$ cat config.mk
export PLATFORM = sky130hd
export DESIGN_NAME = ex_mem_pipe_reg
export DESIGN_NICKNAME = d
export VERILOG_FILES = /design/src/rtl/ex_mem_pkg.sv /design/src/rtl/pipe_entry_reg.sv /design/src/rtl/ex_mem_pipe_reg.sv
export SDC_FILE = /design/constraint.sdc
export NUM_CORES = 1
export LEC_CHECK = 0
export ABC_AREA = 1
export ABC_CLOCK_PERIOD_IN_PS = 1440
export BUFFER_PORTS_ARGS = -buffer_cell sky130_fd_sc_hd__buf_4
export CORE_MARGIN = 1
export CORE_UTILIZATION = 45
export CTS_CLUSTER_SIZE = 25
export DETAILED_ROUTE_END_ITERATION = 16
export PLACE_DENSITY_LB_ADDON = 0.12
export SLEW_MARGIN = 20
export SYNTH_ARGS = -nofsm -noshare
export SYNTH_HDL_FRONTEND = slang
export SYNTH_SLANG_ARGS = --single-unit
$ cat constraint.sdc
create_clock -name clk -period 1.44 [get_ports clk]
set_input_delay 0.216 -clock clk [delete_from_list [all_inputs] [get_ports clk]]
set_output_delay 0.216 -clock clk [all_outputs]
set_load 0.01 [all_outputs]
$ cat src/rtl/ex_mem_pkg.sv
// Shared definitions for the EX->MEM pipeline register: state encoding,
// control-flag bit positions and the default bubble destination select.
package ex_mem_pkg;

   typedef enum logic [1:0] {
      EMPTY = 2'd0,
      FULL  = 2'd1,
      SKID  = 2'd2
   } pipe_state_e;

   // Control flag bit order {nzcomp, zcomp, BGE, BLT, BNE, BEQ, LW, SW}
   localparam int unsigned CTRL_SW     = 0;
   localparam int unsigned CTRL_LW     = 1;
   localparam int unsigned CTRL_BEQ    = 2;
   localparam int unsigned CTRL_BNE    = 3;
   localparam int unsigned CTRL_BLT    = 4;
   localparam int unsigned CTRL_BGE    = 5;
   localparam int unsigned CTRL_ZCOMP  = 6;
   localparam int unsigned CTRL_NZCOMP = 7;

   // Bubble writes target the hardwired-zero register r31
   localparam logic [31:0] BUBBLE_DSEL_DEF = 32'h8000_0000;

endpackage

$ cat src/rtl/pipe_entry_reg.sv
// One payload entry (ALU result, store data, Dsel, control) with load,
// clear-to-bubble and synchronous reset; used for both main and skid slots.
module pipe_entry_reg #(
   parameter int unsigned            DATA_W      = 64,
   parameter int unsigned            DSEL_W      = 32,
   parameter int unsigned            CTRL_W      = 8,
   parameter logic [DSEL_W-1:0]      BUBBLE_DSEL = 32'h8000_0000
) (
   input  logic              clk,
   input  logic              reset,
   input  logic              load,
   input  logic              clear,
   input  logic [DATA_W-1:0] nxt_daddr,
   input  logic [DATA_W-1:0] nxt_data,
   input  logic [DSEL_W-1:0] nxt_dsel,
   input  logic [CTRL_W-1:0] nxt_ctrl,
   output logic [DATA_W-1:0] daddr,
   output logic [DATA_W-1:0] data,
   output logic [DSEL_W-1:0] dsel,
   output logic [CTRL_W-1:0] ctrl
);

   // Clearing only bubbles the side-effecting fields; address/data hold
   always_ff @(posedge clk) begin
      if (reset) begin
         daddr <= '0;
         data  <= '0;
         dsel  <= BUBBLE_DSEL;
         ctrl  <= '0;
      end else if (clear) begin
         dsel  <= BUBBLE_DSEL;
         ctrl  <= '0;
      end else if (load) begin
         daddr <= nxt_daddr;
         data  <= nxt_data;
         dsel  <= nxt_dsel;
         ctrl  <= nxt_ctrl;
      end
   end

endmodule

$ cat src/rtl/ex_mem_pipe_reg.sv
// EX->MEM pipeline register with valid/ready handshake, one-entry skid
// buffer, synchronous flush, bubble insertion and a saturating stall counter.
module ex_mem_pipe_reg
   import ex_mem_pkg::*;
#(
   parameter int unsigned       DATA_W      = 64,
   parameter int unsigned       DSEL_W      = 32,
   parameter int unsigned       CTRL_W      = 8,
   parameter logic [DSEL_W-1:0] BUBBLE_DSEL = DSEL_W'(BUBBLE_DSEL_DEF),
   parameter int unsigned       CNT_W       = 16
) (
   input  logic              clk,
   input  logic              reset,
   input  logic              flush,
   input  logic              ex_valid,
   output logic              ex_ready,
   input  logic [DATA_W-1:0] ex_alu_out,
   input  logic [DATA_W-1:0] ex_store_data,
   input  logic [DSEL_W-1:0] ex_dsel,
   input  logic [CTRL_W-1:0] ex_ctrl,
   output logic              mem_valid,
   input  logic              mem_ready,
   output logic [DATA_W-1:0] mem_daddr,
   output logic [DATA_W-1:0] mem_data,
   output logic [DSEL_W-1:0] mem_dsel,
   output logic [CTRL_W-1:0] mem_ctrl,
   output logic [CNT_W-1:0]  stall_cnt
);

   pipe_state_e state, state_next;

   logic accept, drain;
   logic main_load, main_clear, skid_load, skid_clear;

   logic [DATA_W-1:0] skid_daddr, skid_data;
   logic [DSEL_W-1:0] skid_dsel;
   logic [CTRL_W-1:0] skid_ctrl;

   logic [DATA_W-1:0] main_nxt_daddr, main_nxt_data;
   logic [DSEL_W-1:0] main_nxt_dsel;
   logic [CTRL_W-1:0] main_nxt_ctrl;

   assign ex_ready  = (state != SKID);
   assign mem_valid = (state != EMPTY);
   assign accept    = ex_valid & ex_ready;
   assign drain     = mem_valid & mem_ready;

   always_ff @(posedge clk) begin
      if (reset) state <= EMPTY;
      else       state <= state_next;
   end

   always_comb begin
      state_next = state;
      main_load  = 1'b0;
      main_clear = 1'b0;
      skid_load  = 1'b0;
      skid_clear = 1'b0;
      if (flush) begin
         state_next = EMPTY;
         main_clear = 1'b1;
         skid_clear = 1'b1;
      end else begin
         case (state)
            EMPTY: if (accept) begin
               main_load  = 1'b1;
               state_next = FULL;
            end
            FULL: begin
               if (accept && drain) begin
                  main_load  = 1'b1;
               end else if (accept) begin
                  skid_load  = 1'b1;
                  state_next = SKID;
               end else if (drain) begin
                  main_clear = 1'b1;
                  state_next = EMPTY;
               end
            end
            SKID: if (drain) begin
               main_load  = 1'b1;
               skid_clear = 1'b1;
               state_next = FULL;
            end
            default: state_next = EMPTY;
         endcase
      end
   end

   // The skid entry is always older than the live input, so it refills main first
   always_comb begin
      if (state == SKID) begin
         main_nxt_daddr = skid_daddr;
         main_nxt_data  = skid_data;
         main_nxt_dsel  = skid_dsel;
         main_nxt_ctrl  = skid_ctrl;
      end else begin
         main_nxt_daddr = ex_alu_out;
         main_nxt_data  = ex_store_data;
         main_nxt_dsel  = ex_dsel;
         main_nxt_ctrl  = ex_ctrl;
      end
   end

   pipe_entry_reg #(
      .DATA_W      (DATA_W),
      .DSEL_W      (DSEL_W),
      .CTRL_W      (CTRL_W),
      .BUBBLE_DSEL (BUBBLE_DSEL)
   ) u_main (
      .clk       (clk),
      .reset     (reset),
      .load      (main_load),
      .clear     (main_clear),
      .nxt_daddr (main_nxt_daddr),
      .nxt_data  (main_nxt_data),
      .nxt_dsel  (main_nxt_dsel),
      .nxt_ctrl  (main_nxt_ctrl),
      .daddr     (mem_daddr),
      .data      (mem_data),
      .dsel      (mem_dsel),
      .ctrl      (mem_ctrl)
   );

   pipe_entry_reg #(
      .DATA_W      (DATA_W),
      .DSEL_W      (DSEL_W),
      .CTRL_W      (CTRL_W),
      .BUBBLE_DSEL (BUBBLE_DSEL)
   ) u_skid (
      .clk       (clk),
      .reset     (reset),
      .load      (skid_load),
      .clear     (skid_clear),
      .nxt_daddr (ex_alu_out),
      .nxt_data  (ex_store_data),
      .nxt_dsel  (ex_dsel),
      .nxt_ctrl  (ex_ctrl),
      .daddr     (skid_daddr),
      .data      (skid_data),
      .dsel      (skid_dsel),
      .ctrl      (skid_ctrl)
   );

   always_ff @(posedge clk) begin
      if (reset)
         stall_cnt <= '0;
      else if (mem_valid && !mem_ready && (stall_cnt != '1))
         stall_cnt <= stall_cnt + 1'b1;
   end

endmodule
==> results.md <==
- Post-synth EDFFs: 0
- H-tree levels: 2
- Final Cell Area: roughly 25000 µm²
- Pwr Density: 958 nW/µm²
- Peak per-stage delay on the critical path: roughly 350 ps
- Failing checks: hold timing, setup timing
- Vias/cell: 4.89
- Switching part of the total: 0.254
- CTS tree: done
- Share of the synthesized area in the top cell type: 0.456
- Fin. max-slew vios: 0
- Top Family by Delay on Critical Path: buffers and inverters
- Sink Count: about 350
- Worst Skew: between 20 and 25 ps
- Crit start category: register
- Final WL: 55.3 mm
- CP required: approximately 1900 ps
- HP Class: in -> reg
- Unique masters post-synth: 24
- Synth area leader: dfxtp_1
- Leak: approximately 12 nW
- Layout area overhead: 60.9%
- # rows: 67
- Critical Path Fanout Max: 5
- Top cells by area, synth: dfxtp_1 46%, nand2_1 19%, nor2_1 14%
- Post-route insts no fill: ~3500
- Dpl cell area: about 19000 µm²
- Layout cells sized above 1: 0.274
- Crit path DAT: 2250 ps
- Seq cells post-synth: around 350
- WL per Instance: around 16 µm
- Synth Instances: about 2400
- Least-Margin Pin Slew: slightly below 400 ps
- Avg Inst Size Synth: between 6 and 7 µm²
- Top_reg_cell synth: dfxtp_1
- Clock buffer depth: 3
- DRC Markers: 0
- I/O pins: between 300 and 400
- Root Driver: clkbuf_16
- Vias in the first global route: 15300
- Die ar.: approximately 35000 µm²
- Die H: around 190 µm
- Total CTS buffers: 40
- Count of buffers from port buffering: between 300 and 400
- Net count, final: 3199
- Tot GR Track Use: 0.258
- Cell Chain, Critical Path: inv_4 -> nor2_4 -> buf_6 -> o21ai_4 -> nand4_1 -> buf_6 -> buf_12 -> clkbuf_16 -> nand2_1 -> nand2_1 -> nor2_1
- Via count: approximately 17000
- CP endpoint kind: register
- Final period util: 1.25
- Max-cap viol count: 0
- Clock transition at path regs: 60 ps
- Dpl ws: -237 ps
- First-pass GRT wire length: around 75 mm
- Post-layout util: 0.741
- Initial DRC count: between 900 and 1000
- Syn. warnings: 0
- Final setup viols: around 350
- Final Total Pwr: 24.0 mW
- Setup CP Type: reg -> reg
- Sequential area share after synthesis: 0.456
- Synthesized area: about 16000 µm²
- Routability Congestion: about 0.83
- Detailed placement HPWL: about 29 mm
- Clock share of power: 0.413
- Outcome: complete, but fails checks
- Unrepaired setup endpoints after global routing: true
- Clock latency on the worst-skew pair: between 500 and 600 ps
- Fin. Hold Viols: 2
- Total net switching power: about 6 mW
- Min Tclk post-route: around 1800 ps
- Core Region: 33800 µm²
- DR pass1 iterations: 5
- Setup ws final: -362 ps
- FFs w/ async S/R, synth: 0
- Cell Count Post-Placement: 3177
- Initial Util: 0.460
- Most common cell in the netlist: nand2_1
- Max-slew headroom: 0.741
- Largest net degree at the start of global routing: 57
- Post-route ant nets: 0
- Total global routing overflow: 0
- WHS: -19.7 ps
- Max VDD drop: a little over 800 µV
- CP bufs+invs: 5
- Sequential group share of total power: 0.433
- Cell Int Power: approximately 18 mW
- Commonest cells in the netlist: 776 x nand2_1, 578 x nor2_1, 354 x dfxtp_1, 243 x inv_1, 228 x o21ai_0
- Mapped Nets: 2613
- Die W: approximately 190 µm
- Initial antenna violation count: 7
- Comb pwr share: 0.155
- CP max stage cell: dfxtp_4
- Fmax: 0.555 GHz
-- per-stage QoR --
stage / setup TNS, ps / hold slack (ps)
2_1_floorplan: 0 / 294
3_3_place_gp: -19210 / 431
3_5_place_dp: -28140 / 436
4_1_cts: -49390 / 0.698
5_1_grt: -103060 / 6.41
6_report: -76670 / -19.7
-- sequential cells by signal, summed over array words and instances, names as in the netlist --
register,cells
stall_cnt,16
state,2
u_main.ctrl,8
u_main.daddr,64
u_main.data,64
u_main.dsel,32
u_skid.ctrl,8
u_skid.daddr,64
u_skid.data,64
u_skid.dsel,32
-- path summary, 6_finish.rpt --
kind / slack (ps) / start / depth (start not counted) / endpoint
worst max-delay path: -360 / state[1] / 11 / u_main.dsel[15]
worst min-delay path: -20 / ex_alu_out[42] / 3 / u_skid.daddr[42]
worst max register to register: -360 / state[1] / 11 / u_main.dsel[15]
worst min register to register: 440 / u_skid.daddr[62] / 2 / u_skid.daddr[62]
-- routing by layer --
layer  GRT usage  vias to the layer above  part of all wire
met2       0.441                      620              0.49
met1       0.328                     7822              0.41
met4      0.0844                        2             0.037
met5           0                        -           0.00014
met3      0.0438                      150             0.063
li1            -                     8561                 -
-- cells in the final DEF (no fill, tap or decap), types with 2 or more instances in the layout --
cell / count
clkbuf_8: 9
nor2_1: 477
dfxtp_4: 2
nor3_1: 2
xor2_1: 4
nand2_2: 43
nand4_1: 8
nor2_2: 77
buf_12: 44
dfxtp_1: 350
buf_16: 17
clkbuf_16: 81
clkinv_2: 8
nand2_1: 720
o21ai_0: 127
o21ai_1: 30
a21oi_1: 69
clkinv_16: 3
nor2_4: 26
o21ai_2: 71
buf_4: 401
inv_1: 242
clkbuf_1: 11
nand2_4: 13
xnor2_1: 2
dlygate4sd3_1: 159
o21ai_4: 2
diode_2: 6
nand3_1: 12
a21oi_2: 3
buf_6: 20
buf_8: 6
dfxtp_2: 2
-- cell type report --
type / count / area, µm²
fillers: 2543 / 8760
multi-input cells: 1691 / 7730
inverters: 247 / 977
clock inverters: 9 / 70.1
clock buffers: 61 / 1190
repair inverters: 3 / 76.3
diodes: 6 / 15.0
repair buffers: 688 / 7300
flip-flops and latches: 354 / 7100
well taps: 448 / 561
-- power groups by stage --
stage               clock [mW]  sequential (mW)  combinational, mW
CTS                       9.99             10.4               3.08
finish                    9.89             10.4               3.71
global placement             0             10.6               2.62
floorplan                    0             10.7               1.25
detailed placement           0             10.6               2.66
global route              10.5             10.4               4.04
-- logic make-up (layout without fill, tap and decap cells) --
group           count (synthesis)  in the layout  synth area share
simple gates                 1377           1378             0.335
buf+inv                       395           1008             0.106
flops                         354            354             0.456
compound gates                306            306            0.0991
xor+xnor                        6              6           0.00338
fa+ha+maj                       1              1          0.000804
other cells                     0              6                 0
-- worst min-delay path, cell delays in order --
cell	delay, ps
buf_4	90
o21ai_2	50
a21oi_1	100
-- timing repair --
item	in CTS	in global routing
gates resized for setup	50	414
endpoints found under the hold margin	162	3
pin swaps	19	32
hold buffers	156	3
gates cloned	12	58
buffers inserted	10	16
endpoints found under the setup margin	350	354
No activity file was read; power rests on OpenSTA's default activity.
